File: src/rtl/hyperbus_arbiter_if.sv
// hyperbus_arbiter_if: requester and controller signals of the two-port HyperBus arbiter
// Parameters: LEN_W burst length width, DW word width.
// Signals: p0_*/p1_* requester ports (req/we/reg/adr/len/wdat in, gnt/wready/rdat/rvalid/done/err out),
// hb_* controller side (adr/dat_w/reg_space/wrq/rrq out, dat_r/ready/valid/busy/error in).
// Modports: slave = arbiter view, master = requesters plus controller view.
interface hyperbus_arbiter_if #(
  parameter int LEN_W = 6,
  parameter int DW = 16
);
  logic p0_req, p0_we, p0_reg;
  logic [31:0] p0_adr;
  logic [LEN_W-1:0] p0_len;
  logic [DW-1:0] p0_wdat, p0_rdat;
  logic p0_gnt, p0_wready, p0_rvalid, p0_done, p0_err;
  logic p1_req, p1_we, p1_reg;
  logic [31:0] p1_adr;
  logic [LEN_W-1:0] p1_len;
  logic [DW-1:0] p1_wdat, p1_rdat;
  logic p1_gnt, p1_wready, p1_rvalid, p1_done, p1_err;
  logic [31:0] hb_adr;
  logic [DW-1:0] hb_dat_w, hb_dat_r;
  logic hb_reg_space, hb_wrq, hb_rrq, hb_ready, hb_valid, hb_busy, hb_error;
  modport slave (
    input p0_req, p0_we, p0_reg, p0_adr, p0_len, p0_wdat,
    input p1_req, p1_we, p1_reg, p1_adr, p1_len, p1_wdat,
    input hb_dat_r, hb_ready, hb_valid, hb_busy, hb_error,
    output p0_gnt, p0_wready, p0_rdat, p0_rvalid, p0_done, p0_err,
    output p1_gnt, p1_wready, p1_rdat, p1_rvalid, p1_done, p1_err,
    output hb_adr, hb_dat_w, hb_reg_space, hb_wrq, hb_rrq
  );
  modport master (
    output p0_req, p0_we, p0_reg, p0_adr, p0_len, p0_wdat,
    output p1_req, p1_we, p1_reg, p1_adr, p1_len, p1_wdat,
    output hb_dat_r, hb_ready, hb_valid, hb_busy, hb_error,
    input p0_gnt, p0_wready, p0_rdat, p0_rvalid, p0_done, p0_err,
    input p1_gnt, p1_wready, p1_rdat, p1_rvalid, p1_done, p1_err,
    input hb_adr, hb_dat_w, hb_reg_space, hb_wrq, hb_rrq
  );
endinterface

File: src/rtl/hyperbus_arbiter.sv
// hyperbus_arbiter: two-port round-robin arbiter and burst sequencer in front of the HyperBus controller
// Ports: clk90 block clock; rst asynchronous active-high reset;
// bus (hyperbus_arbiter_if.slave) carries both requester ports and the controller interface.
// Parameters: LEN_W burst length width, DW word width, TIMEOUT watchdog limit in strobe-free cycles.
// Build option: define HBUS_ARB_WATCHDOG_EN to abort bursts that see no word strobe for TIMEOUT cycles.
module hyperbus_arbiter #(
  parameter int LEN_W = 6,
  parameter int DW = 16,
  parameter int TIMEOUT = 255
) (
  input logic clk90,
  input logic rst,
  hyperbus_arbiter_if.slave bus
);
  localparam logic [1:0] IDLE = 2'd0, XFER = 2'd1, DRAIN = 2'd2;
  if (TIMEOUT < 1) begin : g_bad_timeout
    $error("TIMEOUT must be at least 1");
  end
  logic [1:0] state;
  logic port, last, we_l, reg_l, done_r, err_r;
  logic [31:0] adr_l;
  logic [LEN_W-1:0] len_l, cnt, req_len;
  logic [DW-1:0] wdat;
  logic xfer, owned, strobe, last_word, abort, grant, pick;
  assign xfer = (state == XFER);
  assign owned = (state != IDLE);
  assign strobe = xfer & (we_l ? bus.hb_ready : bus.hb_valid);
  // the length was latched at grant, so the count can never run past it
  assign last_word = strobe & (LEN_W'(cnt + 1'b1) == len_l);
  assign grant = (state == IDLE) & ~bus.hb_busy & (bus.p0_req | bus.p1_req);
  // contested grant goes to the port that did not own the bus last
  assign pick = (bus.p0_req & bus.p1_req) ? ~last : bus.p1_req;
  assign req_len = pick ? bus.p1_len : bus.p0_len;
  assign wdat = port ? bus.p1_wdat : bus.p0_wdat;
`ifdef HBUS_ARB_WATCHDOG_EN
  localparam int WD_W = ($clog2(TIMEOUT + 1) > 8) ? $clog2(TIMEOUT + 1) : 8;
  logic [WD_W-1:0] wd;
  // wd counts strobe-free XFER cycles; it is zero on the first XFER cycle
  always_ff @(posedge clk90 or posedge rst)
    if (rst) wd <= '0;
    else wd <= (!xfer || strobe) ? '0 : wd + 1'b1;
  assign abort = xfer & (bus.hb_error | (~strobe & (wd == WD_W'(TIMEOUT - 1))));
`else
  assign abort = xfer & bus.hb_error;
`endif
  always_ff @(posedge clk90 or posedge rst)
    if (rst) begin
      state <= IDLE;
      port <= 1'b0;
      last <= 1'b1;
      we_l <= 1'b0;
      reg_l <= 1'b0;
      adr_l <= '0;
      len_l <= '0;
      cnt <= '0;
      done_r <= 1'b0;
      err_r <= 1'b0;
    end else begin
      done_r <= abort | last_word;
      err_r <= abort;
      if (grant) begin
        state <= XFER;
        port <= pick;
        we_l <= pick ? bus.p1_we : bus.p0_we;
        reg_l <= pick ? bus.p1_reg : bus.p0_reg;
        adr_l <= pick ? bus.p1_adr : bus.p0_adr;
        len_l <= (req_len == '0) ? LEN_W'(1) : req_len;
        cnt <= '0;
      end else if (xfer) begin
        if (abort | last_word) state <= DRAIN;
        if (strobe) cnt <= cnt + 1'b1;
      end else if (state == DRAIN && !done_r && !bus.hb_busy) begin
        // skipping the done cycle gives the controller a cycle to raise hb_busy
        state <= IDLE;
        last <= port;
      end
    end
  assign bus.hb_wrq = xfer & we_l;
  assign bus.hb_rrq = xfer & ~we_l;
  assign bus.hb_adr = xfer ? adr_l : '0;
  assign bus.hb_reg_space = xfer & reg_l;
  assign bus.hb_dat_w = (xfer & we_l) ? wdat : '0;
  assign bus.p0_gnt = owned & ~port;
  assign bus.p1_gnt = owned & port;
  assign bus.p0_wready = strobe & we_l & ~port;
  assign bus.p1_wready = strobe & we_l & port;
  assign bus.p0_rvalid = strobe & ~we_l & ~port;
  assign bus.p1_rvalid = strobe & ~we_l & port;
  assign bus.p0_rdat = bus.p0_rvalid ? bus.hb_dat_r : '0;
  assign bus.p1_rdat = bus.p1_rvalid ? bus.hb_dat_r : '0;
  assign bus.p0_done = done_r & ~port;
  assign bus.p1_done = done_r & port;
  assign bus.p0_err = err_r & ~port;
  assign bus.p1_err = err_r & port;
endmodule

File: src/flat_wrapper.sv
// flat-port wrapper written by rule: the top's interface ports become plain ports
module hyperbus_arbiter_flat 
#(
  parameter int LEN_W = 6,
  parameter int DW = 16,
  parameter int TIMEOUT = 255
)
  (clk90, rst, bus_p0_req, bus_p0_we, bus_p0_reg, bus_p0_adr, bus_p0_len, bus_p0_wdat, bus_p1_req, bus_p1_we, bus_p1_reg, bus_p1_adr, bus_p1_len, bus_p1_wdat, bus_hb_dat_r, bus_hb_ready, bus_hb_valid, bus_hb_busy, bus_hb_error, bus_p0_gnt, bus_p0_wready, bus_p0_rdat, bus_p0_rvalid, bus_p0_done, bus_p0_err, bus_p1_gnt, bus_p1_wready, bus_p1_rdat, bus_p1_rvalid, bus_p1_done, bus_p1_err, bus_hb_adr, bus_hb_dat_w, bus_hb_reg_space, bus_hb_wrq, bus_hb_rrq);
  hyperbus_arbiter_if #(.LEN_W(LEN_W), .DW(DW)) bus_i ();
  input logic clk90;
  input logic rst;
  input wire logic [$bits(bus_i.p0_req)-1:0] bus_p0_req;
  input wire logic [$bits(bus_i.p0_we)-1:0] bus_p0_we;
  input wire logic [$bits(bus_i.p0_reg)-1:0] bus_p0_reg;
  input wire logic [$bits(bus_i.p0_adr)-1:0] bus_p0_adr;
  input wire logic [$bits(bus_i.p0_len)-1:0] bus_p0_len;
  input wire logic [$bits(bus_i.p0_wdat)-1:0] bus_p0_wdat;
  input wire logic [$bits(bus_i.p1_req)-1:0] bus_p1_req;
  input wire logic [$bits(bus_i.p1_we)-1:0] bus_p1_we;
  input wire logic [$bits(bus_i.p1_reg)-1:0] bus_p1_reg;
  input wire logic [$bits(bus_i.p1_adr)-1:0] bus_p1_adr;
  input wire logic [$bits(bus_i.p1_len)-1:0] bus_p1_len;
  input wire logic [$bits(bus_i.p1_wdat)-1:0] bus_p1_wdat;
  input wire logic [$bits(bus_i.hb_dat_r)-1:0] bus_hb_dat_r;
  input wire logic [$bits(bus_i.hb_ready)-1:0] bus_hb_ready;
  input wire logic [$bits(bus_i.hb_valid)-1:0] bus_hb_valid;
  input wire logic [$bits(bus_i.hb_busy)-1:0] bus_hb_busy;
  input wire logic [$bits(bus_i.hb_error)-1:0] bus_hb_error;
  output wire logic [$bits(bus_i.p0_gnt)-1:0] bus_p0_gnt;
  output wire logic [$bits(bus_i.p0_wready)-1:0] bus_p0_wready;
  output wire logic [$bits(bus_i.p0_rdat)-1:0] bus_p0_rdat;
  output wire logic [$bits(bus_i.p0_rvalid)-1:0] bus_p0_rvalid;
  output wire logic [$bits(bus_i.p0_done)-1:0] bus_p0_done;
  output wire logic [$bits(bus_i.p0_err)-1:0] bus_p0_err;
  output wire logic [$bits(bus_i.p1_gnt)-1:0] bus_p1_gnt;
  output wire logic [$bits(bus_i.p1_wready)-1:0] bus_p1_wready;
  output wire logic [$bits(bus_i.p1_rdat)-1:0] bus_p1_rdat;
  output wire logic [$bits(bus_i.p1_rvalid)-1:0] bus_p1_rvalid;
  output wire logic [$bits(bus_i.p1_done)-1:0] bus_p1_done;
  output wire logic [$bits(bus_i.p1_err)-1:0] bus_p1_err;
  output wire logic [$bits(bus_i.hb_adr)-1:0] bus_hb_adr;
  output wire logic [$bits(bus_i.hb_dat_w)-1:0] bus_hb_dat_w;
  output wire logic [$bits(bus_i.hb_reg_space)-1:0] bus_hb_reg_space;
  output wire logic [$bits(bus_i.hb_wrq)-1:0] bus_hb_wrq;
  output wire logic [$bits(bus_i.hb_rrq)-1:0] bus_hb_rrq;
  assign bus_i.p0_req = bus_p0_req;
  assign bus_i.p0_we = bus_p0_we;
  assign bus_i.p0_reg = bus_p0_reg;
  assign bus_i.p0_adr = bus_p0_adr;
  assign bus_i.p0_len = bus_p0_len;
  assign bus_i.p0_wdat = bus_p0_wdat;
  assign bus_i.p1_req = bus_p1_req;
  assign bus_i.p1_we = bus_p1_we;
  assign bus_i.p1_reg = bus_p1_reg;
  assign bus_i.p1_adr = bus_p1_adr;
  assign bus_i.p1_len = bus_p1_len;
  assign bus_i.p1_wdat = bus_p1_wdat;
  assign bus_i.hb_dat_r = bus_hb_dat_r;
  assign bus_i.hb_ready = bus_hb_ready;
  assign bus_i.hb_valid = bus_hb_valid;
  assign bus_i.hb_busy = bus_hb_busy;
  assign bus_i.hb_error = bus_hb_error;
  assign bus_p0_gnt = bus_i.p0_gnt;
  assign bus_p0_wready = bus_i.p0_wready;
  assign bus_p0_rdat = bus_i.p0_rdat;
  assign bus_p0_rvalid = bus_i.p0_rvalid;
  assign bus_p0_done = bus_i.p0_done;
  assign bus_p0_err = bus_i.p0_err;
  assign bus_p1_gnt = bus_i.p1_gnt;
  assign bus_p1_wready = bus_i.p1_wready;
  assign bus_p1_rdat = bus_i.p1_rdat;
  assign bus_p1_rvalid = bus_i.p1_rvalid;
  assign bus_p1_done = bus_i.p1_done;
  assign bus_p1_err = bus_i.p1_err;
  assign bus_hb_adr = bus_i.hb_adr;
  assign bus_hb_dat_w = bus_i.hb_dat_w;
  assign bus_hb_reg_space = bus_i.hb_reg_space;
  assign bus_hb_wrq = bus_i.hb_wrq;
  assign bus_hb_rrq = bus_i.hb_rrq;
  hyperbus_arbiter #(.LEN_W(LEN_W), .DW(DW), .TIMEOUT(TIMEOUT)) u_core (.clk90(clk90), .rst(rst), .bus(bus_i));
endmodule
File: config.mk
export PLATFORM = sky130hd
export DESIGN_NAME = hyperbus_arbiter_flat
export DESIGN_NICKNAME = d
export VERILOG_FILES = /design/src/rtl/hyperbus_arbiter_if.sv /design/src/rtl/hyperbus_arbiter.sv /design/src/flat_wrapper.sv
export SDC_FILE = /design/constraint.sdc
export NUM_CORES = 1
export LEC_CHECK = 0
export BUFFER_PORTS_ARGS = -buffer_cell sky130_fd_sc_hd__buf_2
export CAP_MARGIN = 15
export CORE_MARGIN = 5
export CORE_UTILIZATION = 40
export DETAILED_ROUTE_END_ITERATION = 6
export GPL_TIMING_DRIVEN = 1
export PLACE_DENSITY = 0.77
export SLEW_MARGIN = 20
export SYNTH_ARGS = -nofsm -noshare
export SYNTH_HDL_FRONTEND = slang
export SYNTH_SLANG_ARGS = --single-unit
File: constraint.sdc
create_clock -name clk90 -period 2.6 [get_ports clk90]
set_clock_uncertainty 0.2 [all_clocks]
set_input_delay 0.52 -clock clk90 [delete_from_list [all_inputs] [get_ports clk90]]
set_output_delay 0.52 -clock clk90 [all_outputs]
set_load 0.05 [all_outputs]
==> results of run 1 <==
[metrics by stage]
stage | area (sq um) | power, uW | TNS (ns)
global placement | 4650 | 4790 | 0
CTS | 4780 | 5480 | 0
floorplan | 3470 | 4130 | -0.370
finish | 4830 | 5450 | 0
detailed placement | 4650 | 4870 | 0
global route | 4830 | 5810 | 0
[power breakdown]
| part | internal, uW | switching [uW] |
|---|---|---|
| Combinational | 1090 | 2350 |
| Sequential | 1160 | 258 |
| Clock | 315 | 278 |
| Total | 2570 | 2880 |
[sequential cells by signal (all words and copies together) (netlist names)]
register,cells
u_core.len_l,6
u_core.err_r,1
u_core.port,1
u_core.reg_l,1
u_core.adr_l,32
u_core.done_r,1
u_core.last,1
u_core.we_l,1
u_core.state,2
u_core.cnt,6
[repair_timing]
item | 4_1_cts | 5_1_grt
resized for setup | 2 | 22
endpoints found under the setup margin | 17 | 44
endpoints found under the hold margin | 0 | 0
[synth_stat cells (all sizes together)]
cell / instances / area share
nor2b: 4 / 0.0095
and3: 3 / 0.0055
buf: 22 / 0.045
o21ba: 1 / 0.0029
nand3: 5 / 0.0073
dfstp: 1 / 0.0077
a22o: 3 / 0.0077
or4: 3 / 0.0077
mux2: 4 / 0.013
o21bai: 1 / 0.0022
o2111ai: 1 / 0.0026
a21o: 1 / 0.0022
nand2: 49 / 0.054
a221oi: 1 / 0.0026
inv: 4 / 0.0044
a21boi: 1 / 0.0022
a21bo: 1 / 0.0029
dfrtp: 51 / 0.37
xnor2: 5 / 0.013
and4: 1 / 0.0026
and2: 69 / 0.13
xor2: 3 / 0.0077
o41a: 1 / 0.0033
mux2i: 58 / 0.17
o211ai: 1 / 0.0022
ha: 1 / 0.0037
o311ai: 2 / 0.0051
a21oi: 2 / 0.0029
nor3b: 2 / 0.0059
nor4: 1 / 0.0018
nand3b: 1 / 0.0022
o21ai: 40 / 0.059
nor2: 29 / 0.032
clkbuf: 7 / 0.0077
[how the worst max path moves through the flow]
stage | to | slack (ns)
detailed placement | bus_p1_rdat[8] | 0.14
finish | bus_p1_rdat[5] | 0.11
CTS | bus_p0_rdat[10] | 0.04
global route | bus_p0_rdat[6] | 0.006
floorplan | bus_p0_rdat[10] | -0.05
global placement | bus_p1_rdat[6] | 0.26
[cells by family (layout without fill, tap and decap cells)]
logic type / count (synthesis) / in the layout
AO/OA/AOI/OAI: 56 / 56
XOR/XNOR: 8 / 8
adder cells (fa/ha/maj): 1 / 1
buffers and inverters: 33 / 249
flip-flops: 52 / 52
multiplexers: 62 / 62
other: 0 / 3
AND/OR/NAND/NOR: 167 / 167
[worst max-delay path, stage by stage, from the launching register on]
cell     delay (ns)
dfrtp_2        0.50
nor3b_4        0.23
and3_4         0.31
and2_1         0.16
buf_2          0.26
[layer usage]
metal  part of all wire  wire (um)  vias to the layer above  global-route usage
li1                   -          -                     1699                   -
met1               0.37       4080                     1522               0.216
met2               0.52       5700                      166               0.379
met3               0.10       1140                        8              0.0539
met4             0.0085         94                        0              0.0626
met5                  0          0                        -                   0
[layout make-up]
cell class / count / area (sq um)
timing repair buffer: 237 / 1280
clock inverter: 2 / 38.8
sequential: 52 / 1310
tap: 105 / 131
fill: 731 / 3430
antenna: 3 / 7.51
clock buffer: 6 / 82.6
inverter: 4 / 15.0
multi-input combinational: 294 / 1970
==> out/summary.txt, run 1 <==
status -> complete, no violations
r2r worst-path depth -> 5
Reg-to-Reg Start -> u_core.state[1]$_DFFE_PP0P_
post-synthesis cell count -> 379
maximum VDD drop -> 0.691 mV
final setup vio count -> 0
fin crit share -> 0.959
final std cells w/o fill -> 703
cts-stage hold buffer count -> 0
Synth cell types -> 41
Slew Viols, Final -> 0
largest net degree at the start of global routing -> 53
setup slack, reg-to-reg -> 0.42 ns
H-tree level count -> 2
placed instance count -> 692
mapped cell area -> 0.00341 sq mm
CTS sink cnt -> 52
Die X -> 102 um
RSZ-0062 raised after global routing -> no
worst-margin pin slew -> 0.664 ns
largest family of logic cells by synthesized area -> simple AND/OR/NAND/NOR gates
GPL Wtd Cong -> 0.886
root buffer cell -> clkbuf_8
DRC -> 0
reg2reg end -> u_core.state[0]$_DFFE_PP0P_
DRT Pass-1 Iters -> 6
Worst setup SP type -> flop
clock insertion delay at the later pin of the skew report -> 0.30 ns
Clock transition at path regs -> 0.10 ns
number of global-route vias before repair -> 3502
buffer levels on the longest clock path -> 2
maxcap violations -> 0
Leakage -> 0.00271 uW
final hold vios -> 0
nets -> 731
Max Fclk -> 401 MHz
number of CTS-inserted buffers -> 5
CP Data Required Time -> 1.88 ns
routed len/inst -> 15.7 um
GRT Resource Usage Total -> 0.200
Setup Buffers After CTS -> 0
commonest non-fill, non-tap cells in the layout -> 212 x buf_2, 58 x mux2i_1, 50 x and2_1
TritonCTS clock tree -> done
Syn-to-layout area delta -> 41.7%
via count -> 3395
DP Wirelength -> 8.88 mm
grt ovf -> 0
Post-Synth XOR/XNOR Area -> 0.0206
sequential-to-total area share from yosys stat -> 0.382
hold_ws -> 0.160 ns
start point of the critical path -> u_core.state[1]$_DFFE_PP0P_
1st-iter DRT viols -> 80
commonest non-fill, non-tap cell in the layout -> buf_2
Final WS setup -> 0.107 ns
first-pass GRT wire length -> 16.6 mm
Hold/Removal Path Class -> in2async
WP data arrival -> 1.77 ns
mean post-synth cell area -> 9.00 sq um
WL final -> 11.0 mm
via/cell ratio -> 4.83
worst rel slew slack -> 0.558
worst-path fanout max -> 17
die footprint -> 0.0105 sq mm
Util after Layout -> 0.585
row count -> 33
syn nets -> 516
layout cells sized above 1 -> 0.467
total number of yosys warnings -> 0
CORE AREA -> 0.00826 sq mm
initial antenna violation count -> 2
Initial Utilization -> 0.413
synthesized-area fraction occupied by adder cells -> 0.00367
Crit. End Element -> output pin
Synth Area in Compound Gates -> 0.0976
mux share of post-synthesis cell area -> 0.183
IO buf count -> 228
synthesis-stage register bit count -> 52
critical path class -> reg2out
Ports -> 229
worst slack, placed -> 0.143 ns
height of the die -> 102 um
post-synthesis simple-gate area fraction -> 0.256
Post-DRT Antenna Nets -> 0
min Tclk post-route -> 2.49 ns
power per cell area -> 1130 mW/mm^2
Note: power is estimated with default switching activity, not from simulation.
==> inputs of run 2 (changes only) <==
- PLACE_DENSITY: 0.77 -> 0.73
==> out/summary.txt, run 2 (synthesized netlist as in run 1, its figures left out) <==
status -> complete, no violations
Crit. End Element -> output pin
final std cells w/o fill -> 704 (+0.14%)
Die X -> 102 um (unchanged)
top flop regs -> u_core.adr_l: 32 flops, u_core.cnt: 6 flops, u_core.len_l: 6 flops
initial antenna violation count -> 2 (unchanged)
maxcap violations -> 0 (unchanged)
largest reg by FF count -> u_core.adr_l
Post-DRT Antenna Nets -> 0 (unchanged)
H-tree level count -> 2 (unchanged)
area of the multi-input gates -> 0.00198 sq mm (+0.13%)
DRC -> 0 (unchanged)
WL final -> 11.0 mm (-0.31%)
commonest non-fill, non-tap cells in the layout -> 224 x buf_2, 58 x mux2i_1, 50 x and2_1
number of global-route vias before repair -> 3375 (-3.6%)
Setup Buffers After CTS -> 0 (unchanged)
Leakage -> 0.00271 uW (+0.21%)
final setup vio count -> 0 (unchanged)
height of the die -> 102 um (unchanged)
maximum VDD drop -> 0.608 mV (-12%)
largest net degree at the start of global routing -> 56 (+5.7%)
CTS sink cnt -> 52 (unchanged)
worst rel slew slack -> 0.719 (+0.161)
Ports -> 229 (unchanged)
GRT Resource Usage Total -> 0.198 (-0.00208)
Initial Utilization -> 0.413 (unchanged)
buffer levels on the longest clock path -> 2 (unchanged)
Slew Viols, Final -> 0 (unchanged)
placed instance count -> 694 (+0.29%)
Hold/Removal Path Class -> in2reg
GPL Wtd Cong -> 0.888 (+0.18%)
min Tclk post-route -> 2.48 ns (-0.00833 ns)
number of CTS-inserted buffers -> 5 (unchanged)
first-pass GRT wire length -> 16.4 mm (-1.1%)
Setup TNS -> 0 ns (unchanged)
Syn-to-layout area delta -> 41.1%
Slowest cell on crit path -> dfrtp_2
TritonCTS clock tree -> done
commonest non-fill, non-tap cell in the layout -> buf_2
CORE AREA -> 0.00826 sq mm (unchanged)
power per cell area -> 1110 mW/mm^2 (-1.5%)
slowest stage delay, CP -> 0.49 ns (about the same)
row count -> 33 (unchanged)
via count -> 3407 (+0.35%)
Max Fclk -> 403 MHz (+0.34%)
nets -> 734 (+0.41%)
CP Data Required Time -> 1.88 ns (about the same)
DRT Pass-1 Iters -> 4 (-2)
IO buf count -> 228 (unchanged)
crit-path cells -> nor3b_4, and3_4, and2_4, buf_2
Worst setup SP type -> flop
Clock transition at path regs -> 0.10 ns (about the same)
Util after Layout -> 0.583 (-0.00242)
max FFs per register -> 32 (unchanged)
critical path class -> reg2out
final hold vios -> 0 (unchanged)
fillers -> 746 (+2.1%)
root buffer cell -> clkbuf_8
worst-path fanout max -> 17 (unchanged)
Overall Power -> 5340 uW (-1.9%)
die footprint -> 0.0105 sq mm (unchanged)
routed len/inst -> 15.6 um (-0.45%)
grt ovf -> 0 (unchanged)
layout cells sized above 1 -> 0.469 (+0.00178)
WP data arrival -> 1.76 ns (about the same)
clock insertion delay at the later pin of the skew report -> 0.30 ns (about the same)
worst-margin pin slew -> 0.422 ns (-0.242 ns)
Reg area -> 0.00131 sq mm (unchanged)
1st-iter DRT viols -> 53 (-34%)
fin crit share -> 0.955 (-0.00320)
DP Wirelength -> 9.14 mm (+3.0%)
via/cell ratio -> 4.84 (+0.21%)
hold_ws -> 0.283 ns (+0.123 ns)
-- run 2: final timing paths --
kind                                                    from                            to  slack [ns]  cells after the start
worst max register to register   u_core.state[1]$_DFFE_PP0P_   u_core.state[0]$_DFFE_PP0P_        0.53                      5
min in group asynchronous                                rst   u_core.adr_l[5]$_DFFE_PP0P_        0.49                      3
worst min-delay path                          bus_p0_adr[12]  u_core.adr_l[12]$_DFFE_PP0P_        0.28                      3
worst max-delay path             u_core.state[1]$_DFFE_PP0P_               bus_p1_rdat[10]        0.12                      4
max in group asynchronous                                rst       u_core.last$_DFFE_PP1P_        1.08                      4
worst min register to register  u_core.adr_l[31]$_DFFE_PP0P_  u_core.adr_l[31]$_DFFE_PP0P_        0.28                      2
-- run 2: layout make-up --
class	instances	area share
Clock inverter	2	0.00338
Clock buffer	5	0.0143
Tap cell	105	0.0273
Inverter	4	0.00312
Timing Repair Buffer	240	0.269
Sequential cell	52	0.271
Multi-Input combinational cell	294	0.411
Antenna cell	2	0.00104
-- run 2: per-stage QoR --
step                      cell area, sq um  worst slack [ns]
final                                 4810             0.116
after global routing                  4810         -0.000224
after CTS                             4800            0.0673
after detailed placement              4700             0.179
after global placement                4700             0.266
after floorplan                       3470           -0.0463
-- run 2: metal layers --
metal	vias to the layer above	global-route usage	wire length [um]
li1	1706	-	-
met1	1524	0.208	3890
met2	164	0.373	5540
met3	13	0.0635	1310
met4	0	0.0646	232
met5	-	0	0
-- run 2: timing repair --
action | in CTS | in global routing
resized for setup | 3 | 4
hold endpoints to repair | 12 | 0
setup endpoints to repair | 20 | 16
hold buffers | 1 | 0
-- run 2: critical path, delay by kind of cell (launching register included) --
| kind | cells | cell delay [ns] |
|---|---|---|
| buf+inv | 1 | 0.26 |
| simple gates | 3 | 0.70 |
| flops | 1 | 0.49 |
-- run 2: power by group --
part	total (uW)	leakage [uW]	switching (uW)	internal, uW
logic	3460	0.00202	2360	1100
registers	1420	0.000653	254	1160
clock network	462	0.0000406	274	188
total	5340	0.00271	2890	2450
==> inputs of run 3 (changes only) <==
- CORE_ASPECT_RATIO: unset -> 0.6
==> out/summary.txt, run 3 (synthesized netlist as in run 1, its figures left out) <==
largest reg by FF count -> u_core.adr_l
Reg-to-Reg Start -> u_core.cnt[0]$_DFFE_PP0P_
largest net degree at the start of global routing -> 53 (-5.4%)
fillers -> 762 (+2.1%)
WP data arrival -> 1.82 ns (+0.06 ns)
power per cell area -> 1140 mW/mm^2 (+2.9%)
Setup TNS -> 0 ns (unchanged)
Worst setup SP type -> flop
layout cells sized above 1 -> 0.467 (-0.00168)
die footprint -> 0.0105 sq mm (+0.58%)
DP Wirelength -> 8.61 mm (-5.8%)
grt ovf -> 0 (unchanged)
initial antenna violation count -> 0 (-2)
worst-path fanout max -> 17 (unchanged)
Util after Layout -> 0.580 (-0.00237)
min Tclk post-route -> 2.54 ns (+0.0532 ns)
maximum VDD drop -> 0.520 mV (-14%)
status -> complete, no violations
height of the die -> 81.5 um (-20%)
Hold/Removal Path Class -> in2async
1st-iter DRT viols -> 136 (+160%)
worst-margin pin slew -> 0.456 ns (+0.0342 ns)
buffer levels on the longest clock path -> 2 (unchanged)
Clock transition at path regs -> 0.07 ns (-0.03 ns)
final hold vios -> 0 (unchanged)
commonest non-fill, non-tap cell in the layout -> buf_2
top flop regs -> u_core.adr_l: 32 flops, u_core.cnt: 6 flops, u_core.len_l: 6 flops
nets -> 733 (-0.14%)
Post-DRT Antenna Nets -> 0 (unchanged)
Syn-to-layout area delta -> 42.8%
H-tree level count -> 2 (unchanged)
M1 GR Usage -> 0.270 (+0.0621)
CORE AREA -> 0.00839 sq mm (+1.6%)
Setup Buffers After CTS -> 0 (unchanged)
DRT Pass-1 Iters -> 4 (unchanged)
max FFs per register -> 32 (unchanged)
r2r worst-path depth -> 5 (unchanged)
fin crit share -> 0.976 (+0.0205)
placed inst area -> 0.00467 sq mm (-0.45%)
root buffer cell -> clkbuf_16
GRT Resource Usage Total -> 0.189 (-0.00967)
commonest non-fill, non-tap cells in the layout -> 210 x buf_2, 58 x mux2i_1, 50 x and2_1
first-pass GRT wire length -> 16.2 mm (-0.89%)
Crit. End Element -> output pin
Reg area -> 0.00131 sq mm (unchanged)
setup slack, reg-to-reg -> 0.49 ns (-0.04 ns)
Slew Viols, Final -> 0 (unchanged)
TritonCTS clock tree -> done
area of the multi-input gates -> 0.00197 sq mm (-0.25%)
number of global-route vias before repair -> 3254 (-3.6%)
CTS sink cnt -> 52 (unchanged)
fin area -> 0.00487 sq mm (+1.2%)
Antenna Diode Count -> 0 (-2)
Die X -> 129 um (+26%)
hold_ws -> 0.0739 ns (-0.209 ns)
DRC -> 0 (unchanged)
Max Fclk -> 394 MHz (-2.1%)
routed len/inst -> 15.0 um (-3.9%)
WL final -> 10.6 mm (-3.3%)
maxcap violations -> 0 (unchanged)
Ports -> 229 (unchanged)
cts-stage hold buffer count -> 0 (-1)
final setup vio count -> 0 (unchanged)
critical path class -> reg2out
Leakage -> 0.00272 uW (+0.28%)
GPL Wtd Cong -> 0.813 (-8.4%)
reg2reg end -> u_core.state[1]$_DFFE_PP0P_
via count -> 3366 (-1.2%)
number of CTS-inserted buffers -> 5 (unchanged)
CP Data Required Time -> 1.88 ns (about the same)
Initial Utilization -> 0.406 (-0.00665)
GRT busiest layer -> met2
row count -> 26 (-21%)
M3 GR Usage -> 0.0390 (-0.0245)
IO buf count -> 228 (unchanged)
clock insertion delay at the later pin of the skew report -> 0.28 ns (-0.02 ns)
via/cell ratio -> 4.75 (-1.9%)
worst rel slew slack -> 0.696 (-0.0228)
met2 Track Usage GR -> 0.300 (-0.0732)
run 3: cell types whose count changed in the layout (fill, tap and decap cells not counted), sizes merged:
cell / delta
clkbuf: +17
buf: -16
diode: -2
clkinv: +1
dlygate4sd3: -1
inv: -1
run 3: through the flow:
stage          worst slack (ns)  cells  power (uW)
6_report                 0.0626    709        5570
5_1_grt                -0.00463    709        5910
4_1_cts                  0.0420    709        5560
3_5_place_dp              0.275    701        4890
3_3_place_gp              0.332    701        4810
2_1_floorplan           -0.0463    379        4130
run 3: area by class of cell:
cell class	count	area share
multi-input combinational	294	0.405
sequential	52	0.268
timing repair buffer	239	0.266
tap	112	0.0288
clock buffer	6	0.0265
clock inverter	2	0.00334
inverter	4	0.00308
run 3: where the power goes:
part	internal [uW]	total [uW]	switching [uW]
Clock	360	659	300
Sequential	1170	1440	274
Combinational	1100	3470	2370
Total	2620	5570	2940
run 3: critical path, cell delays in order (launching register included):
cell and delay, ns:
dfrtp_1 0.46, nor3b_4 0.25, and3_1 0.18, buf_4 0.21, and2_4 0.16, buf_2 0.25
run 3: repair_timing:
| action | in CTS | in global routing |
|---|---|---|
| resized for setup | 1 | 20 |
| setup endpoints to repair | 2 | 33 |
| endpoints found under the hold margin | 0 | 0 |
run 3: worst max-delay path by stage:
stage	start	to	slack, ns	cells past startpoint
floorplan	u_core.state[1]$_DFFE_PP0P_	bus_p0_rdat[10]	-0.05	6
global placement	u_core.state[1]$_DFFE_PP0P_	bus_p0_wready	0.33	6
detailed placement	u_core.state[1]$_DFFE_PP0P_	bus_p0_wready	0.27	6
CTS	u_core.state[1]$_DFFE_PP0P_	bus_p0_rdat[14]	0.04	6
global route	u_core.state[1]$_DFFE_PP0P_	bus_p1_rdat[7]	-0.005	5
finish	u_core.we_l$_DFFE_PP0P_	bus_p1_rdat[6]	0.06	5
run 3: layer usage:
layer / routed length (um) / vias to the layer above
met1: 4760 / 1566
met5: 0 / -
met4: 86 / 0
met3: 564 / 10
met2: 5210 / 91
li1: - / 1699
